===== config.mk =====
export PLATFORM = sky130hd
export DESIGN_NAME = mem_responder
export DESIGN_NICKNAME = d
export VERILOG_FILES = /design/src/rtl/mem_responder.sv
export SDC_FILE = /design/constraint.sdc
export NUM_CORES = 2
export LEC_CHECK = 0
export ABC_AREA = 0
export CAP_MARGIN = 20
export CORE_ASPECT_RATIO = 0.5
export CORE_MARGIN = 2
export CORE_UTILIZATION = 57
export DETAILED_ROUTE_END_ITERATION = 16
export GPL_TIMING_DRIVEN = 0
export PLACE_DENSITY = 0.86
export SLEW_MARGIN = 40
export SYNTH_ARGS = -nofsm -noshare
export SYNTH_HDL_FRONTEND = slang
export SYNTH_SLANG_ARGS = --single-unit

===== constraint.sdc =====
create_clock -name clk -period 2.2 [get_ports clk]
set_input_delay 0.66 -clock clk [delete_from_list [all_inputs] [get_ports clk]]
set_output_delay 0.66 -clock clk [all_outputs]
set_load 0.005 [all_outputs]

===== src/rtl/mem_responder.sv =====
// mem_responder: memory-side responder for the CPU's 16-bit memory bus.
//
// Serves word accesses (address bit 0 ignored) to an on-chip RAM and to a small MMIO window.
// Every read has a fixed single-cycle latency: a read strobe at edge N loads o_mem_rddata at
// edge N, and the value holds until the next read edge.
//
// MMIO window (byte offsets from MMIO_BASE, which must be 8-byte aligned and above the RAM):
//   +0 LED      read/write, drives o_led
//   +2 COUNT    read/write free-running timer counter
//   +4 COMPARE  read/write timer compare value
//   +6 STATUS   bit0 irq_pending (W1C), bit1 proto_err (W1C), bit2 timer_en (RW)
// Any other address outside RAM is unmapped: reads return 0 and writes are dropped.
//
// Ports:
//   clk           system clock
//   reset         asynchronous active-low reset
//   i_mem_addr    byte address from the CPU
//   i_mem_rd      read strobe
//   i_mem_wr      write strobe
//   i_mem_wrdata  write data
//   o_mem_rddata  registered read data
//   o_led         LED register
//   o_timer_irq   level interrupt (STATUS[0])
//   o_proto_err   sticky protocol error (STATUS[1])
//
// Build option: define MEM_INIT_EN to preload the RAM from the INIT_IMAGE word array
// (the image named by INIT_FILE). Without it the RAM starts undefined.

module mem_responder #(
  parameter int unsigned DEPTH_LOG2 = 8,
  parameter logic [15:0] MMIO_BASE  = 16'hFF00,
  parameter string       INIT_FILE  = "mem_init.hex",
  parameter int unsigned INIT_WORDS = 1,
  parameter logic [15:0] INIT_IMAGE [INIT_WORDS] = '{default: 16'h0000}
) (
  input  logic        clk,
  input  logic        reset,
  input  logic [15:0] i_mem_addr,
  input  logic        i_mem_rd,
  input  logic        i_mem_wr,
  input  logic [15:0] i_mem_wrdata,
  output logic [15:0] o_mem_rddata,
  output logic [15:0] o_led,
  output logic        o_timer_irq,
  output logic        o_proto_err
);

  localparam int unsigned RamWords = 1 << DEPTH_LOG2;

  localparam logic [1:0] OffLed     = 2'd0;
  localparam logic [1:0] OffCount   = 2'd1;
  localparam logic [1:0] OffCompare = 2'd2;
  localparam logic [1:0] OffStatus  = 2'd3;

  logic [15:0] mem [RamWords];

  // Keep the image name referenced; the contents come from INIT_IMAGE.
  logic unused_init_file;
  assign unused_init_file = (INIT_FILE.len() == 0);

`ifdef MEM_INIT_EN
  initial begin
    for (int unsigned i = 0; i < INIT_WORDS && i < RamWords; i++) begin
      mem[i] = INIT_IMAGE[i];
    end
  end
`endif

  logic [15:0] rddata_q, rddata_d;
  logic [15:0] led_q, led_d;
  logic [15:0] count_q, count_d;
  logic [15:0] compare_q, compare_d;
  logic        irq_q, irq_d;
  logic        perr_q, perr_d;
  logic        ten_q, ten_d;

  // Address decode
  logic                  ram_hit;
  logic                  mmio_hit;
  logic [DEPTH_LOG2-1:0] ram_idx;
  logic [1:0]            mmio_off;
  logic                  unused_addr0;

  assign ram_hit      = (i_mem_addr >> (DEPTH_LOG2 + 1)) == 16'd0;
  assign mmio_hit     = (i_mem_addr[15:3] == MMIO_BASE[15:3]);
  assign ram_idx      = i_mem_addr[DEPTH_LOG2:1];
  assign mmio_off     = i_mem_addr[2:1];
  assign unused_addr0 = i_mem_addr[0];

  logic wr_led, wr_count, wr_compare, wr_status;
  assign wr_led     = i_mem_wr && mmio_hit && (mmio_off == OffLed);
  assign wr_count   = i_mem_wr && mmio_hit && (mmio_off == OffCount);
  assign wr_compare = i_mem_wr && mmio_hit && (mmio_off == OffCompare);
  assign wr_status  = i_mem_wr && mmio_hit && (mmio_off == OffStatus);

  // Read data source. Register values here are the pre-edge values, which gives the
  // read-before-write behaviour when rd and wr coincide.
  logic [15:0] rd_val;
  always_comb begin
    rd_val = 16'h0000;
    if (ram_hit) begin
      rd_val = mem[ram_idx];
    end else if (mmio_hit) begin
      unique case (mmio_off)
        OffLed:     rd_val = led_q;
        OffCount:   rd_val = count_q;
        OffCompare: rd_val = compare_q;
        OffStatus:  rd_val = {13'd0, ten_q, perr_q, irq_q};
        default:    rd_val = 16'h0000;
      endcase
    end
  end

  logic timer_hit;
  assign timer_hit = ten_q && (count_q == compare_q);

  always_comb begin
    rddata_d  = i_mem_rd ? rd_val : rddata_q;
    led_d     = wr_led ? i_mem_wrdata : led_q;
    compare_d = wr_compare ? i_mem_wrdata : compare_q;

    count_d = count_q;
    if (timer_hit) begin
      count_d = 16'h0000;
    end else if (ten_q) begin
      count_d = count_q + 16'd1;
    end
    if (wr_count) begin
      count_d = i_mem_wrdata;
    end

    // Hardware set takes priority over a same-cycle W1C clear.
    irq_d  = timer_hit || (irq_q && !(wr_status && i_mem_wrdata[0]));
    perr_d = (i_mem_rd && i_mem_wr) || (perr_q && !(wr_status && i_mem_wrdata[1]));
    ten_d  = wr_status ? i_mem_wrdata[2] : ten_q;
  end

  always_ff @(posedge clk or negedge reset) begin
    if (!reset) begin
      rddata_q  <= 16'h0000;
      led_q     <= 16'h0000;
      count_q   <= 16'h0000;
      compare_q <= 16'hFFFF;
      irq_q     <= 1'b0;
      perr_q    <= 1'b0;
      ten_q     <= 1'b0;
    end else begin
      rddata_q  <= rddata_d;
      led_q     <= led_d;
      count_q   <= count_d;
      compare_q <= compare_d;
      irq_q     <= irq_d;
      perr_q    <= perr_d;
      ten_q     <= ten_d;
    end
  end

  // RAM has no reset so its contents survive a reset pulse.
  always_ff @(posedge clk) begin
    if (i_mem_wr && ram_hit) begin
      mem[ram_idx] <= i_mem_wrdata;
    end
  end

  assign o_mem_rddata = rddata_q;
  assign o_led        = led_q;
  assign o_timer_irq  = irq_q;
  assign o_proto_err  = perr_q;

endmodule


==> results of run 1 <==
-- cells by family after synthesis --
group | count (synthesis) | share of synthesized area
AND/OR/NAND/NOR | 490 | 0.0132
AO/OA/AOI/OAI | 897 | 0.0383
XOR/XNOR | 16 | 0.000883
buffers and inverters | 439 | 0.0128
adder cells (fa/ha/maj) | 1 | 0.0000788
flip-flops | 4163 | 0.786
multiplexers | 1074 | 0.149
-- per-stage QoR --
| stage | area (sq um) | hold WS [ps] | cells | utilization | TNS (ps) |
|---|---|---|---|---|---|
| CTS | 189000 | 81.4 | 11900 | 0.685 | -1550830 |
| detailed placement | 168000 | 518 | 10900 | 0.610 | - |
| global placement | 166000 | 526 | 10900 | 0.601 | - |
| floorplan | 161000 | 364 | 7080 | - | -2602420 |
-- metal layers --
| layer | track usage | overflow |
|---|---|---|
| met5 | 0.567 | 0 |
| met4 | 0.591 | 32 |
| met3 | 0.632 | 8 |
| met2 | 0.765 | 24 |
| met1 | 0.607 | 2 |
-- timing repair --
action | in CTS
buffers inserted | 382
endpoints found under the hold margin | 53
resized for setup | 857
setup endpoints to repair | 4197
pin swaps | 283
cloned | 18
hold buffers | 1
==> impl_metrics.json, run 1 <==
{
  "status": "aborted with a tool error",
  "haltStage": "global routing (5_1_grt)",
  "stop_error": "[ERROR GRT-0232] Routing congestion too high. Check the congestion heatmap in the GUI.",
  "syn_inst": 7080,
  "synth.most_common_cell": "edfxtp_1",
  "die_y_um": 377,
  "clock-root-buffer": "clkbuf_16",
  "synth-edff-count": 4096,
  "htree_num_levels": 5,
  "synth_common_cells": "4096 x edfxtp_1, 1027 x mux4_2, 513 x a22oi_1",
  "syn_nets": 7117,
  "initial_core_util": 0.575,
  "grt_overflow_total": 66,
  "synth_top_area_frac": 0.775,
  "rows": 136,
  "avgSynthCellArea_sq_um": 22.4,
  "ys_seq_area_frac": 0.786,
  "cts.sinks": 4163,
  "crit_endpoint": "o_mem_rddata[6]$_DFFE_PN0P_/D",
  "ys_ff_latch": 4163,
  "netlist_area_sq_um": 159000,
  "yosysWarnings": 0,
  "post-place-ws_ps": -3200,
  "synth.distinct_cells": 47,
  "worst_endpoint_kind": "sequential cell input",
  "cts_buffers": 349,
  "die_x_um": 750,
  "io_pins": 70,
  "gr-usage-all-layers": 0.656,
  "synth_largest_area_cell": "edfxtp_1",
  "ys_top_cells_by_area": "edfxtp_1 78%, mux4_2 15%, a22oi_1 2.4%, a21oi_1 0.81%, dfrtp_1 0.80%",
  "place.gp.congestion": 0.955,
  "ys.flop_type": "edfxtp_1",
  "io_buffer_count": 65,
  "grt_max_degree": 101,
  "async_flop_share": 0.0161,
  "antenna_found_initial": 122,
  "cts.path.max_buffers": 4,
  "dp_hpwl_um": 295000
}
==> inputs of run 2 (changes only) <==
Settings changed: CORE_ASPECT_RATIO 0.5 to default, CORE_UTILIZATION 57 to 40, PLACE_DENSITY 0.86 to default, PLACE_DENSITY_LB_ADDON from default to 0.15.
Clock period 2.2 ns to 2.9 ns, I/O delays scaled along.
==> run 2 against run 1 <==
Compared with the run above: the flow now finishes, with violations (negative setup slack); synthesized area stayed put; synthesized cell count is the same.
==> impl_metrics.json, run 2 <==
{
  "grt_max_degree": 89,
  "placed_cells": 12500,
  "setup_ws_ps": -270,
  "largest-register": "mem",
  "routed_via_density": 5.90,
  "synth_largest_area_cell": "edfxtp_1",
  "antenna_found_initial": 25,
  "cp_slowest_cell": "o41ai_4",
  "yosysWarnings": 0,
  "io_pins": 70,
  "drive_above_1_share": 0.378,
  "avgSynthCellArea_sq_um": 22.4,
  "power.density_nw_per_um2": 658,
  "cts.sinks": 4163,
  "worstPathCellList": "buf_16 -> buf_12 -> buf_16 -> buf_16 -> buf_16 -> mux4_2 -> a22oi_2 -> a21oi_4 -> o41ai_4 -> a41o_2 -> nand2_1",
  "path_delay_family": "compound AO/OA/AOI/OAI gates",
  "r2r-start": "mem[222][7]$_DFFE_PP_",
  "grt_pass1_wl_um": 660000,
  "cp-start-kind": "input pin",
  "grt_overflow_total": 0,
  "rsz0062_at_grt": "yes",
  "internal_power_mw": 99.4,
  "design_area_sq_um": 194000,
  "period_minus_slack_ps": 3170,
  "nets": 8100,
  "worst_slew_pin_slew_ps": 753,
  "ir_drop_mv": 0.501,
  "insertion_delay_ps": 1010,
  "hold_violations": 0,
  "power_frac_comb": 0.056,
  "synth_top_area_frac": 0.775,
  "fmax_mhz": 316,
  "cts_buffers": 435,
  "core_sq_um": 395000,
  "gr-usage-all-layers": 0.239,
  "htree_num_levels": 5,
  "regToRegSetupSlack_ps": 100,
  "violations": "negative setup slack",
  "required_ps": 3760,
  "min_from": "i_mem_wrdata[5]",
  "die_x_um": 634,
  "ys_ff_latch": 4163,
  "drt_iter0_drc": 10500,
  "grt.met2_usage": 0.379,
  "initial_core_util": 0.401,
  "drc": 0,
  "r2r_end": "o_mem_rddata[7]$_DFFE_PN0P_",
  "reg2reg_depth": 7,
  "ys_top_cells_by_area": "edfxtp_1 78%, mux4_2 15%, a22oi_1 2.4%, a21oi_1 0.81%, dfrtp_1 0.80%",
  "cts_tree": "yes",
  "critPathBufInv": 5,
  "utilization": 0.491,
  "clock-root-buffer": "clkbuf_16",
  "dp_hpwl_um": 314000,
  "layout_commonest_cell": "edfxtp_1",
  "cpMostUsedCell": "buf_16",
  "rows": 231,
  "crit_type": "in -> reg",
  "cts.path.max_buffers": 4,
  "vias": 80700,
  "status": "finished, violations left",
  "cp.arrival_ps": 4030,
  "area_growth_pct": 22.3,
  "ys_seq_area_frac": 0.786,
  "power_frac_seq": 0.517,
  "fin_cells": 13700,
  "wire_per_inst_um": 35.7,
  "die_y_um": 634,
  "holdPathStages": 1,
  "ant_nets": 0,
  "power.switching_mw": 28.3,
  "leakage_nw": 60.2,
  "period_share": 1.09,
  "busiest_layer": "met2",
  "ys.flop_type": "edfxtp_1",
  "synth.distinct_cells": 47,
  "setup_violations": 561,
  "cp_num_cells": 11,
  "syn_nets": 7117,
  "netlist_area_sq_um": 159000,
  "grt_pass1_vias": 80300,
  "global_route.usage.met3": 0.0364,
  "syn_inst": 7080,
  "slowest_delay_ps": 640,
  "path_max_fanout": 6,
  "synth.most_common_cell": "edfxtp_1",
  "synth-edff-count": 4096,
  "final_cell_mix": "4096 x edfxtp_1, 1027 x mux4_2, 463 x clkbuf_16",
  "worst_clock_skew_ps": 83.8,
  "place_area_sq_um": 171000,
  "fp.dieArea_sq_um": 402000,
  "synth_common_cells": "4096 x edfxtp_1, 1027 x mux4_2, 513 x a22oi_1",
  "async_flop_share": 0.0161,
  "setup_tns_ps": -21210,
  "endpoint_kind": "flop",
  "hold_path_class": "in -> reg",
  "first_pass_iters": 6,
  "clk_pin_slew_worst_paths_ps": 60,
  "grtUsageMet1": 0.336,
  "largest_reg_flops": 4096,
  "io_buffer_count": 65,
  "max-cap-violations": 0,
  "drv_slew": 0,
  "place.gp.congestion": 0.934,
  "clockPowerShare": 0.427,
  "slew_headroom": 0.496,
  "totalWireLength_um": 488000,
  "switching_share": 0.222,
  "holdPathEnd": "mem[0][5]$_DFFE_PP_"
}
==> run 2: kinds of logic after synthesis <==
group / synth area share
flip-flops: 0.786
multiplexers: 0.149
AO/OA/AOI/OAI: 0.0383
AND/OR/NAND/NOR: 0.0132
buffers and inverters: 0.0128
XOR/XNOR: 0.000883
adder cells (fa/ha/maj): 0.0000788
==> run 2: stage by stage <==
stage	hold slack [ps]	power (mW)	setup slack, ps
6_report	276	128	-270
5_1_grt	265	131	-182
4_1_cts	219	128	-245
3_5_place_dp	536	73.8	-3150
3_3_place_gp	527	74.3	-9010
2_1_floorplan	490	70.2	-221
==> run 2: worst register-to-register path, cell delays in order (launching register included) <==
cell	delay [ps]
edfxtp_1	360
mux4_2	490
a22oi_1	330
a21oi_1	270
or4_4	730
nand3_1	150
a41o_1	280
nand2_1	80
==> run 2: metal layers <==
| layer | share of wire | up-vias |
|---|---|---|
| met5 | 0.000039 | - |
| met4 | 0.043 | 2 |
| met3 | 0.074 | 672 |
| met2 | 0.48 | 3321 |
| met1 | 0.41 | 44300 |
| li1 | - | 32400 |
==> run 2: timing repair <==
item	in CTS	in global routing
hold buffers	1	0
resized for setup	646	308
pin swaps	254	72
buffers inserted	323	78
setup endpoints to repair	4169	3257
cloned	8	8
endpoints found under the hold margin	24	0
==> run 2: power by group through the flow <==
stage                     logic [mW]  clock network, mW  registers, mW
final                           7.13               54.5           66.1
after global routing            7.38               57.6           66.1
after CTS                       6.89               55.4           66.1
after detailed placement        6.46                  0           67.4
after global placement          6.00                  0           68.2
after floorplan                 2.83                  0           67.4
==> run 2: layout make-up <==
type | instances | area (sq um)
Buffer | 432 | 4040
Clock inverter | 277 | 2520
Multi-Input combinational cell | 2478 | 36400
Inverter | 3 | 11.3
Clock buffer | 521 | 11300
Timing Repair Buffer | 550 | 8450
Tap cell | 5242 | 6560
Sequential cell | 4163 | 125000
Antenna cell | 12 | 30.0
Fill cell | 31700 | 201000
==> run 2: worst max-delay path by stage <==
stage                           from                      endpoint
floorplan             i_mem_addr[12]         mem[193][0]$_DFFE_PP_
global placement    i_mem_wrdata[13]          mem[0][13]$_DFFE_PP_
detailed placement     i_mem_addr[4]  o_mem_rddata[10]$_DFFE_PN0P_
CTS                    i_mem_addr[1]  o_mem_rddata[13]$_DFFE_PN0P_
global route           i_mem_addr[1]  o_mem_rddata[13]$_DFFE_PN0P_
finish                 i_mem_addr[1]  o_mem_rddata[10]$_DFFE_PN0P_
Note: power is estimated with default switching activity, not from simulation.
